`config.mk`:
```
export PLATFORM = sky130hd
export DESIGN_NAME = if_stage
export DESIGN_NICKNAME = d
export VERILOG_FILES = /design/src/rtl/if_stage.sv
export SDC_FILE = /design/constraint.sdc
export NUM_CORES = 1
export LEC_CHECK = 0
export CORE_MARGIN = 2
export CORE_UTILIZATION = 45
export DETAILED_ROUTE_END_ITERATION = 7
export PLACE_DENSITY = 0.67
export SYNTH_ARGS = -nofsm -noshare
export SYNTH_HDL_FRONTEND = slang
export SYNTH_SLANG_ARGS = --single-unit
```
`constraint.sdc`:
```
create_clock -name clk -period 3.55 [get_ports clk]
set_input_delay 0.355 -clock clk [delete_from_list [all_inputs] [get_ports clk]]
set_output_delay 0.355 -clock clk [all_outputs]
set_load 0.005 [all_outputs]
```
`src/rtl/if_stage.sv`:
```
// ---------------------------------------------------------------------------
// if_stage -- instruction-fetch stage
//
// Owns the PC and fetches through a req/ready memory port. Each fetched word
// is offered to ID on the out_* bus together with a branch prediction.
// A 2-bit bimodal BHT predicts B-type branches, and JAL is always taken.
// EX redirects the PC on a mispredict. When ID stalls, the word waits in a
// one-entry skid buffer.
//
// Ports
//   clk, rst              clock; synchronous active-low reset
//   stall_in              IF_ID cannot accept this cycle
//   if_req / if_addr      fetch request and address (registered)
//   if_ready / if_data    one-cycle response pulse and instruction word
//   br_flag / br_target   redirect from EX (mispredict)
//   br_update / br_pc /
//   br_taken              BHT training from a resolved B-type branch
//   out_valid, out_pc,
//   out_instruction,
//   out_prediction        registered IF_ID payload
// ---------------------------------------------------------------------------
module if_stage #(
  parameter logic [31:0] RESET_PC = 32'h0000_0000,
  parameter int          BHT_BITS = 6
) (
  input  logic        clk,
  input  logic        rst,
  input  logic        stall_in,
  output logic        if_req,
  output logic [31:0] if_addr,
  input  logic        if_ready,
  input  logic [31:0] if_data,
  input  logic        br_flag,
  input  logic [31:0] br_target,
  input  logic        br_update,
  input  logic [31:0] br_pc,
  input  logic        br_taken,
  output logic        out_valid,
  output logic [31:0] out_pc,
  output logic [31:0] out_instruction,
  output logic        out_prediction
);

  localparam int BHT_N = 1 << BHT_BITS;

  typedef enum logic [1:0] {
    S_FETCH   = 2'd0,
    S_HOLD    = 2'd1,
    S_DISCARD = 2'd2
  } state_t;

  state_t              r_state;
  logic [31:0]         r_pc;
  logic                r_req;
  logic [31:0]         r_addr;
  logic [31:0]         r_skid_instr;
  logic                r_skid_pred;
  logic                r_out_valid;
  logic [31:0]         r_out_pc;
  logic [31:0]         r_out_instr;
  logic                r_out_pred;
  logic [1:0]          r_bht [BHT_N];

  logic [BHT_BITS-1:0] w_idx;
  logic [BHT_BITS-1:0] w_upd_idx;
  logic [32:0]         w_fetch_next;
  logic [32:0]         w_hold_next;
  logic                w_unused;

  // Returns {prediction, next_pc}. For a B-type word the caller supplies the
  // taken bit, so a word in the skid replays the prediction made when it arrived.
  function automatic logic [32:0] f_next(input logic [31:0] pc,
                                         input logic [31:0] instr,
                                         input logic        taken);
    logic [31:0] v_imm;
    logic [32:0] v_res;
    v_imm = 32'h0000_0000;
    if (instr[6:0] == 7'b1101111) begin
      v_imm = {{12{instr[31]}}, instr[19:12], instr[20], instr[30:21], 1'b0};
      v_res = {1'b1, pc + v_imm};
    end else if ((instr[6:0] == 7'b1100011) && taken) begin
      v_imm = {{20{instr[31]}}, instr[7], instr[30:25], instr[11:8], 1'b0};
      v_res = {1'b1, pc + v_imm};
    end else begin
      v_res = {1'b0, pc + 32'd4};
    end
    return v_res;
  endfunction

  assign w_idx        = r_pc[BHT_BITS+1:2];
  assign w_upd_idx    = br_pc[BHT_BITS+1:2];
  assign w_fetch_next = f_next(r_pc, if_data, r_bht[w_idx][1]);
  assign w_hold_next  = f_next(r_pc, r_skid_instr, r_skid_pred);
  assign w_unused     = ^{br_pc[31:BHT_BITS+2], br_pc[1:0]};

  assign if_req          = r_req;
  assign if_addr         = r_addr;
  assign out_valid       = r_out_valid;
  assign out_pc          = r_out_pc;
  assign out_instruction = r_out_instr;
  assign out_prediction  = r_out_pred;

  // Fetch FSM together with the PC, skid buffer and registered outputs.
  // r_req is low only in HOLD and in the cycle right after reset, so
  // a response arriving while r_req is low is ignored.
  always_ff @(posedge clk) begin
    if (!rst) begin
      r_state      <= S_FETCH;
      r_pc         <= RESET_PC;
      r_req        <= 1'b0;
      r_addr       <= RESET_PC;
      r_skid_instr <= 32'h0000_0000;
      r_skid_pred  <= 1'b0;
      r_out_valid  <= 1'b0;
      r_out_pc     <= 32'h0000_0000;
      r_out_instr  <= 32'h0000_0000;
      r_out_pred   <= 1'b0;
    end else if (br_flag) begin
      r_pc         <= br_target;
      r_out_valid  <= 1'b0;
      r_skid_instr <= 32'h0000_0000;
      r_skid_pred  <= 1'b0;
      case (r_state)
        S_FETCH: begin
          if (r_req && !if_ready) begin
            // The request is still in flight. Keep the address stable and
            // drop the response when it arrives.
            r_state <= S_DISCARD;
          end else begin
            r_state <= S_FETCH;
            r_req   <= 1'b1;
            r_addr  <= br_target;
          end
        end
        S_DISCARD: begin
          if (if_ready) begin
            r_state <= S_FETCH;
            r_req   <= 1'b1;
            r_addr  <= br_target;
          end else begin
            r_state <= S_DISCARD;
          end
        end
        default: begin
          r_state <= S_FETCH;
          r_req   <= 1'b1;
          r_addr  <= br_target;
        end
      endcase
    end else begin
      case (r_state)
        S_FETCH: begin
          if (!r_req) begin
            r_req  <= 1'b1;
            r_addr <= r_pc;
            if (!stall_in) begin
              r_out_valid <= 1'b0;
            end
          end else if (if_ready) begin
            if (!stall_in) begin
              r_out_valid <= 1'b1;
              r_out_pc    <= r_pc;
              r_out_instr <= if_data;
              r_out_pred  <= w_fetch_next[32];
              r_pc        <= w_fetch_next[31:0];
              r_addr      <= w_fetch_next[31:0];
            end else begin
              r_skid_instr <= if_data;
              r_skid_pred  <= w_fetch_next[32];
              r_req        <= 1'b0;
              r_state      <= S_HOLD;
            end
          end else if (!stall_in) begin
            r_out_valid <= 1'b0;
          end
        end
        S_HOLD: begin
          if (!stall_in) begin
            r_out_valid <= 1'b1;
            r_out_pc    <= r_pc;
            r_out_instr <= r_skid_instr;
            r_out_pred  <= r_skid_pred;
            r_pc        <= w_hold_next[31:0];
            r_addr      <= w_hold_next[31:0];
            r_req       <= 1'b1;
            r_state     <= S_FETCH;
          end
        end
        S_DISCARD: begin
          if (if_ready) begin
            r_addr  <= r_pc;
            r_state <= S_FETCH;
          end
        end
        default: begin
          r_state <= S_FETCH;
          r_req   <= 1'b0;
        end
      endcase
    end
  end

  // BHT: a bank of saturating 2-bit counters. The prediction lookup reads the
  // value from before this edge's update.
  always_ff @(posedge clk) begin
    if (!rst) begin
      for (int i = 0; i < BHT_N; i++) begin
        r_bht[i] <= 2'b01;
      end
    end else if (br_update) begin
      if (br_taken && (r_bht[w_upd_idx] != 2'b11)) begin
        r_bht[w_upd_idx] <= r_bht[w_upd_idx] + 2'd1;
      end else if (!br_taken && (r_bht[w_upd_idx] != 2'b00)) begin
        r_bht[w_upd_idx] <= r_bht[w_upd_idx] - 2'd1;
      end
    end
  end

endmodule
```
; ---- Yosys cells after proc, flatten, opt, wreduce, memory -nomap -nowiden
; Memories as Yosys holds them, arrays and structs flattened. A register that Yosys moved wholly into a read port is not among the register bits.
; Cells that the tools add are included.
[word_totals]
out_inout_bits = 99
memories = 1
mem_bits_rw = 128
latch_bits = 0
inputBits = 103
romBits = 0
reg_bits = 166
word_cells = 135
[classes]
shift = 0
add_sub_neg = 7
n_mul = 0
n_reduce_logical = 21
n_mux = 71
magnitude_cmp = 0
n_div = 0
bitwise = 3
eq_ne = 22
[memory_table]
columns = memory, depth, width, read_ports, rd_clocked_by_memory_dff, wr, line
row1 = r_bht, 64, 2, 2, 1, 64, 62  ; logic [1:0] r_bht [BHT_N];
[op_table]
columns = operator, n
row1 = 32-bit two-way mux, 19
row2 = 32-bit one-hot mux with 2 select lines, 4
row3 = 32-bit adder, 4
row4 = 32-bit one-hot mux with 3 select lines, 1
row5 = 33-bit two-way mux, 2
row6 = "32-bit by 3-bit adder with 32-bit output, second input constant", 1
row7 = "7-bit == test, second input constant", 4
row8 = 1-bit two-way mux, 26
row9 = "3-bit != test, second input constant", 7
row10 = 2-bit two-way mux, 10
row11 = 6-bit two-way mux, 3
row12 = "2-bit != test, second input constant", 7
row13 = 4-bit AND reduction, 3
row14 = 6-bit AND reduction, 2
row15 = 5-bit AND reduction, 2
row16 = "4-bit != test, second input constant", 2
row17 = 1-bit one-hot mux with 2 select lines, 3
row18 = 2-bit one-hot mux with 3 select lines, 1
row19 = 1-bit logical AND, 5
row20 = 2-bit one-hot mux with 2 select lines, 1
row21 = 2-bit nonzero test, 2
row22 = 4-bit nonzero test, 1
row23 = 2-bit OR reduction, 2
row24 = 1-bit one-hot mux with 3 select lines, 1
row25 = 9 further kinds, 11

; ---- Logic depth before layout (Yosys ltp)
[logic_depth]
ltp_word = 11
depth_mapped = 17
depth_no_buf = 13

; ---- Worst setup path before layout
; No wires, ideal clock.
[synth_path]
kind = input-to-reg
from = in br_pc[2]
to = mem r_bht[50][1], data pin
setup_time_ns = 0.269
stages = 15
n_path_buf = 6
path_slack_ns = -0.002
arrival_time_ns = 3.283
t_required_ns = 3.281
path_cell_list = buf_4 > buf_8 > clkinv_2 > a21oi_1 > o41a_1 > or4_1 > or4b_1 > buf_2 > or3_1 > buf_2 > nand3_2 > buf_6 > or2_4 > buf_6 > nor3_1
[synth_rtl]
columns = element, line
row1 = "start, declared", 36  ; input logic [31:0] br_pc,
row2 = "end, declared", 62

; ---- Worst setup path after layout
[layout_path]
from = reg r_pc[17]
to = reg r_pc[24]
[layout_between]
elab_chain_len = 8
word_cells_on_any_way = 15
classes_between = add/sub: 5 / mux: 10
[layout_rtl]
columns = element, line
row1 = "start, declared", 53  ; logic [31:0] r_pc;
row2 = "start signal, assigned", 119  ; r_pc <= br_target;
row3 = "start signal, assigned", 165  ; r_pc <= w_fetch_next[31:0];
row4 = "start signal, assigned", 183  ; r_pc <= w_hold_next[31:0];
row5 = 32-bit by 3-bit adder with 32-bit output or 32-bit adder (tied branches), "85, 83"
row6 = 33-bit two-way mux, 81  ; end else if ((instr[6:0] == 7'b1100011) && taken) begin
row7 = 33-bit two-way mux, 78  ; if (instr[6:0] == 7'b1101111) begin
row8 = 32-bit two-way mux, 160  ; if (!stall_in) begin
row9 = 32-bit two-way mux, 159  ; end else if (if_ready) begin
row10 = 32-bit two-way mux, 153  ; if (!r_req) begin
row11 = 32-bit one-hot mux with 2 select lines (*), 151  ; case (r_state)
row12 = 32-bit two-way mux (*), 118  ; end else if (br_flag) begin
; Every way passes the cells marked *; elsewhere a longest branch is shown, timed or not. The select of a mux whose other input is x is not followed.
; A chain may end at the register's enable or synchronous reset.

==> results by stage <==
Power:
- The portion of total power attributed to combinational logic is 0.267.
- The internal power contribution is 7.26 mW.
- The clock power share is 0.367.
- The switching power total is roughly 3.4 mW.
- The worst vdd rail ir drop is around 340 uV.
- In this run the power density over the cells is approximately 380 nW/um^2.
- The analysis attributes to cell leakage a power of between 10 and 15 nW.
- Of the total power, the share spent switching nets is 0.319.
- The register share of total power is 0.367.

Logic synthesis:
- The top flip-flop cell by instance count after synthesis is sky130_fd_sc_hd__dfxtp_1.
- The biggest area contributor in the post-synthesis netlist is sky130_fd_sc_hd__edfxtp_1.
- The net count of the mapped netlist is ~2,900.
- The share of synthesized flip-flops with an asynchronous set or reset is 0.
- The number of synthesized register bits is 300.
- Ranked by total cell area, the synthesized netlist is headed by sky130_fd_sc_hd__edfxtp_1, sky130_fd_sc_hd__dfxtp_1, sky130_fd_sc_hd__nand2_1.
- The number of enable-type register cells in the synthesized netlist is about 130.
- The share of the synthesized area in the top cell type is 0.175.
- During synthesis, Yosys emitted a total of 0 warnings.
- After synthesis the cells add up to approximately 22,000 sq um.
- The sequential-to-total area share from yosys stat is 0.332.
- Synthesis handed over a netlist of between 2,000 and 3,000 instances.
- The number of distinct standard cells referenced by the synthesized netlist is 92.
- The mean instance size in the synthesized netlist is roughly 8 sq um.

Placed design:
- Detailed placement finished with a half-perimeter wire length of approximately 70,000 um.
- Routability-driven placement finished with a final weighted congestion of about 1.
- The count of buffers from port buffering is 175.
- At the placement stage, the worst setup path has a slack of -0.784 ns.
- The count of placed standard cells including taps is 3,630.

Drt:
- The detail route stage leaves a number of antenna-violating nets equal to 0.
- Dividing the detail-routed wire length by the instance count gives 25.2 um.
- After detailed routing, the number of remaining DRC violations is 0.
- Detailed routing inserted a total of 23,900 vias.
- The detailed-route vias per instance is 6.44.
- The number of optimization iterations in the first detailed-route pass is 6.
- The detailed router finished its first iteration with 3,394 violations.
- Wires add up to about 93,000 um.

Worst setup path:
- STA classifies the critical path startpoint as a register.
- The critical path is of the reg -> reg type.
- STA classifies the critical path endpoint as a register.
- The biggest fanout along the worst timing path is 9.
- The slowest stage of the critical path belongs to the cell sky130_fd_sc_hd__dfxtp_1.
- The cell repeated most along the worst path is sky130_fd_sc_hd__buf_4.
- Walking the worst path, the cells encountered are buf_4 -> ha_1 -> a21o_1 -> o41ai_1 -> o41ai_2 -> buf_4 -> a31oi_2 -> buf_4 -> nor3_1 -> o31a_1 -> a211o_1 -> mux2_2 -> a21oi_1.
- The worst endpoint data arrival time is ~4.0 ns.
- The worst endpoint required time is 4.06 ns.
- The largest single stage delay on the critical path is 0.39 ns.

Timing:
- The number of hold violations in the final report came to 0.
- Derived from the worst setup path, the maximum achievable clock frequency is about 0.28 GHz.
- Setup repair after global routing could not meet its margin everywhere.
- The final number of max-transition violations is 0.
- The actual slew at the worst max-slew pin is between 1 and 1.5 ns.
- Setup violations remaining at the end of the flow were counted as 0.
- Measured against its own limit, the worst slew margin works out to 0.209.
- In the final timing run, aggregate negative setup slack is 0 ns.
- For the final database, setup skew stands at around 0.024 ns.
- The smallest clock period supported by the final layout is computed as ~3.5 ns.
- The part of the cycle the worst path needs is 0.989.
- Setup slack closes at roughly 0.038 ns.

CTS:
- Clock-pin slew was measured on the worst setup and hold paths at roughly 0.060 ns.
- Clock tree synthesis found a total of 300 sinks.
- Buffers inserted to repair hold after CTS numbered 0.
- The source-to-sink clock delay at the later pin of the worst-skew pair is between 0.5 and 0.6 ns.
- The longest clock path from root to sink contains 3 buffers.
- The total clock buffers created by CTS is 35.
- The CTS root buffer is sky130_fd_sc_hd__clkbuf_16.
- In this run the number of H-tree levels came out at 2.
- TritonCTS built the clock tree.

Floorplan:
- In this run the vertical extent of the chip is 225 um.
- The die area is 50,500 sq um.
- After floorplanning, the core was sized to cover between 40,000 and 50,000 sq um.
- The placement row count is 80.
- The initial standard-cell utilization of the core is 0.458.
- The number of top-level pins is 202.
- The floorplan step set the die width to 225 um.

Cells and area:
- The number of nets in the layout is 3,259.
- The number of standard cells in the layout, taps in and fillers out is around 3,700.
- Relative to the synthesized area, the layout overhead comes to 29.0%.
- The multi-input gate area in the final layout is between 10,000 and 15,000 sq um.
- The repair_antennas step left the layout with diodes totalling 0.
- The share of the core filled with cells in the final layout is 0.590.
- The library cells used most frequently in the layout, excluding fill and tap cells, are sky130_fd_sc_hd__buf_4, sky130_fd_sc_hd__nand2_1, sky130_fd_sc_hd__nor2_1.
- The fraction of layout cells with a size suffix above 1 is 0.194.
- The layout has ~4,300 filler cells.
- Summing all flip-flop and latch instances after layout gives roughly 7300 sq um.
- Leaving out fill and tap cells, the most frequent cell in the layout is sky130_fd_sc_hd__buf_4.

Run status:
- The run finished with clean final reports.

Global route:
- The remaining global-route overflow is 0.
- The via count of the first global-routing pass was 22,300.
- The largest net degree at the start of global routing is 81.
- The total global-route track usage is 0.363.
- The first global-routing pass estimated approximately 140,000 um of wire.
- The number of antenna violations at the first check in global routing came to 2.

Job:
- The count of max-cap constraint violations is 0.

Hold path:
- The worst hold path class is in -> reg.
repair_timing:
item / 4_1_cts / 5_1_grt
cloned: 0 / 0
buffers inserted: 1 / 9
resized for setup: 6 / 88
setup endpoints to repair: 83 / 276
pin swaps: 1 / 13
registers in the layout (all words and copies together) (netlist names), named ones only:
| name | cells |
|---|---|
| r_skid_pred | 1 |
| out_pc | 32 |
| r_state | 2 |
| if_addr | 32 |
| if_req | 1 |
| r_skid_instr | 32 |
| r_pc | 32 |
| r_bht | 128 |
| out_prediction | 1 |
| out_instruction | 32 |
power by group through the flow:
stage	Clock, mW	Combinational [mW]	Sequential (mW)
floorplan	0	1.43	3.90
global placement	0	2.66	3.96
detailed placement	0	2.68	3.96
CTS	3.94	2.70	3.89
global route	4.06	3.01	3.91
finish	3.91	2.84	3.91
synthesized netlist by cell type, drive strengths merged, types with 36 or more instances:
cell type / count
a211oi: 70
nand2: 347
o21ai: 180
nor2: 242
edfxtp: 128
mux2i: 87
clkbuf: 160
nor3: 64
nand3: 74
nand2b: 37
a31oi: 36
o211ai: 41
inv: 40
a21o: 47
ha: 90
a21oi: 234
buf: 52
dfxtp: 172
nand4: 41
xnor2: 43
metal layers:
metal / up-vias / part of all wire / track usage / wire length, um
li1: 10700 / - / - / -
met1: 11500 / 0.43 / 0.540 / 40300
met2: 1502 / 0.41 / 0.519 / 38600
met3: 151 / 0.13 / 0.0907 / 12500
met4: 2 / 0.022 / 0.0921 / 2100
met5: - / 0.00014 / 0 / 13
critical path, delay by kind of cell, from the launching register on:
family / cells / cell delay, ns
adder cells (fa/ha/maj): 1 / 0.31
flip-flops: 1 / 0.39
multiplexers: 1 / 0.29
AO/OA/AOI/OAI: 7 / 1.78
AND/OR/NAND/NOR: 1 / 0.05
buffers and inverters: 3 / 0.63
cell type report:
class | instances | share of cell area
timing repair buffer | 574 | 0.176
inverter | 42 | 0.00575
clock inverter | 16 | 0.00919
tap | 615 | 0.0272
clock buffer | 47 | 0.0339
multi-input combinational | 2109 | 0.490
sequential | 300 | 0.258
per-stage QoR:
step | cell area [sq um] | hold slack (ns) | total power, mW
6_report | 28300 | 0.175 | 10.7
3_5_place_dp | 26700 | 0.443 | 6.64
2_1_floorplan | 22000 | 0.431 | 5.33
4_1_cts | 28000 | 0.395 | 10.5
3_3_place_gp | 26700 | 0.436 | 6.62
5_1_grt | 28300 | 0.195 | 11.0
worst paths after layout:
kind	cells past startpoint	startpoint	slack, ns	end
setup / recovery	13	r_pc[17]$_SDFFE_PN0P_	0.04	r_pc[24]$_SDFFE_PN0P_
hold / removal	3	if_data[8]	0.17	r_skid_instr[8]$_SDFFE_PP0P_
setup reg to reg	13	r_pc[17]$_SDFFE_PN0P_	0.04	r_pc[24]$_SDFFE_PN0P_
hold reg to reg	2	r_pc[0]$_SDFFE_PN0P_	0.45	out_pc[0]$_SDFFE_PN0P_
cell families (layout without fill, tap and decap cells):
| logic type | count (synthesis) | in the layout | synth area share |
|---|---|---|---|
| buf+inv | 254 | 679 | 0.0484 |
| flops | 300 | 300 | 0.332 |
| compound gates | 850 | 850 | 0.253 |
| xor+xnor | 74 | 74 | 0.0295 |
| mux | 131 | 131 | 0.0761 |
| fa+ha+maj | 94 | 94 | 0.0550 |
| simple gates | 960 | 960 | 0.206 |
No activity file was read; power rests on OpenSTA's default activity.
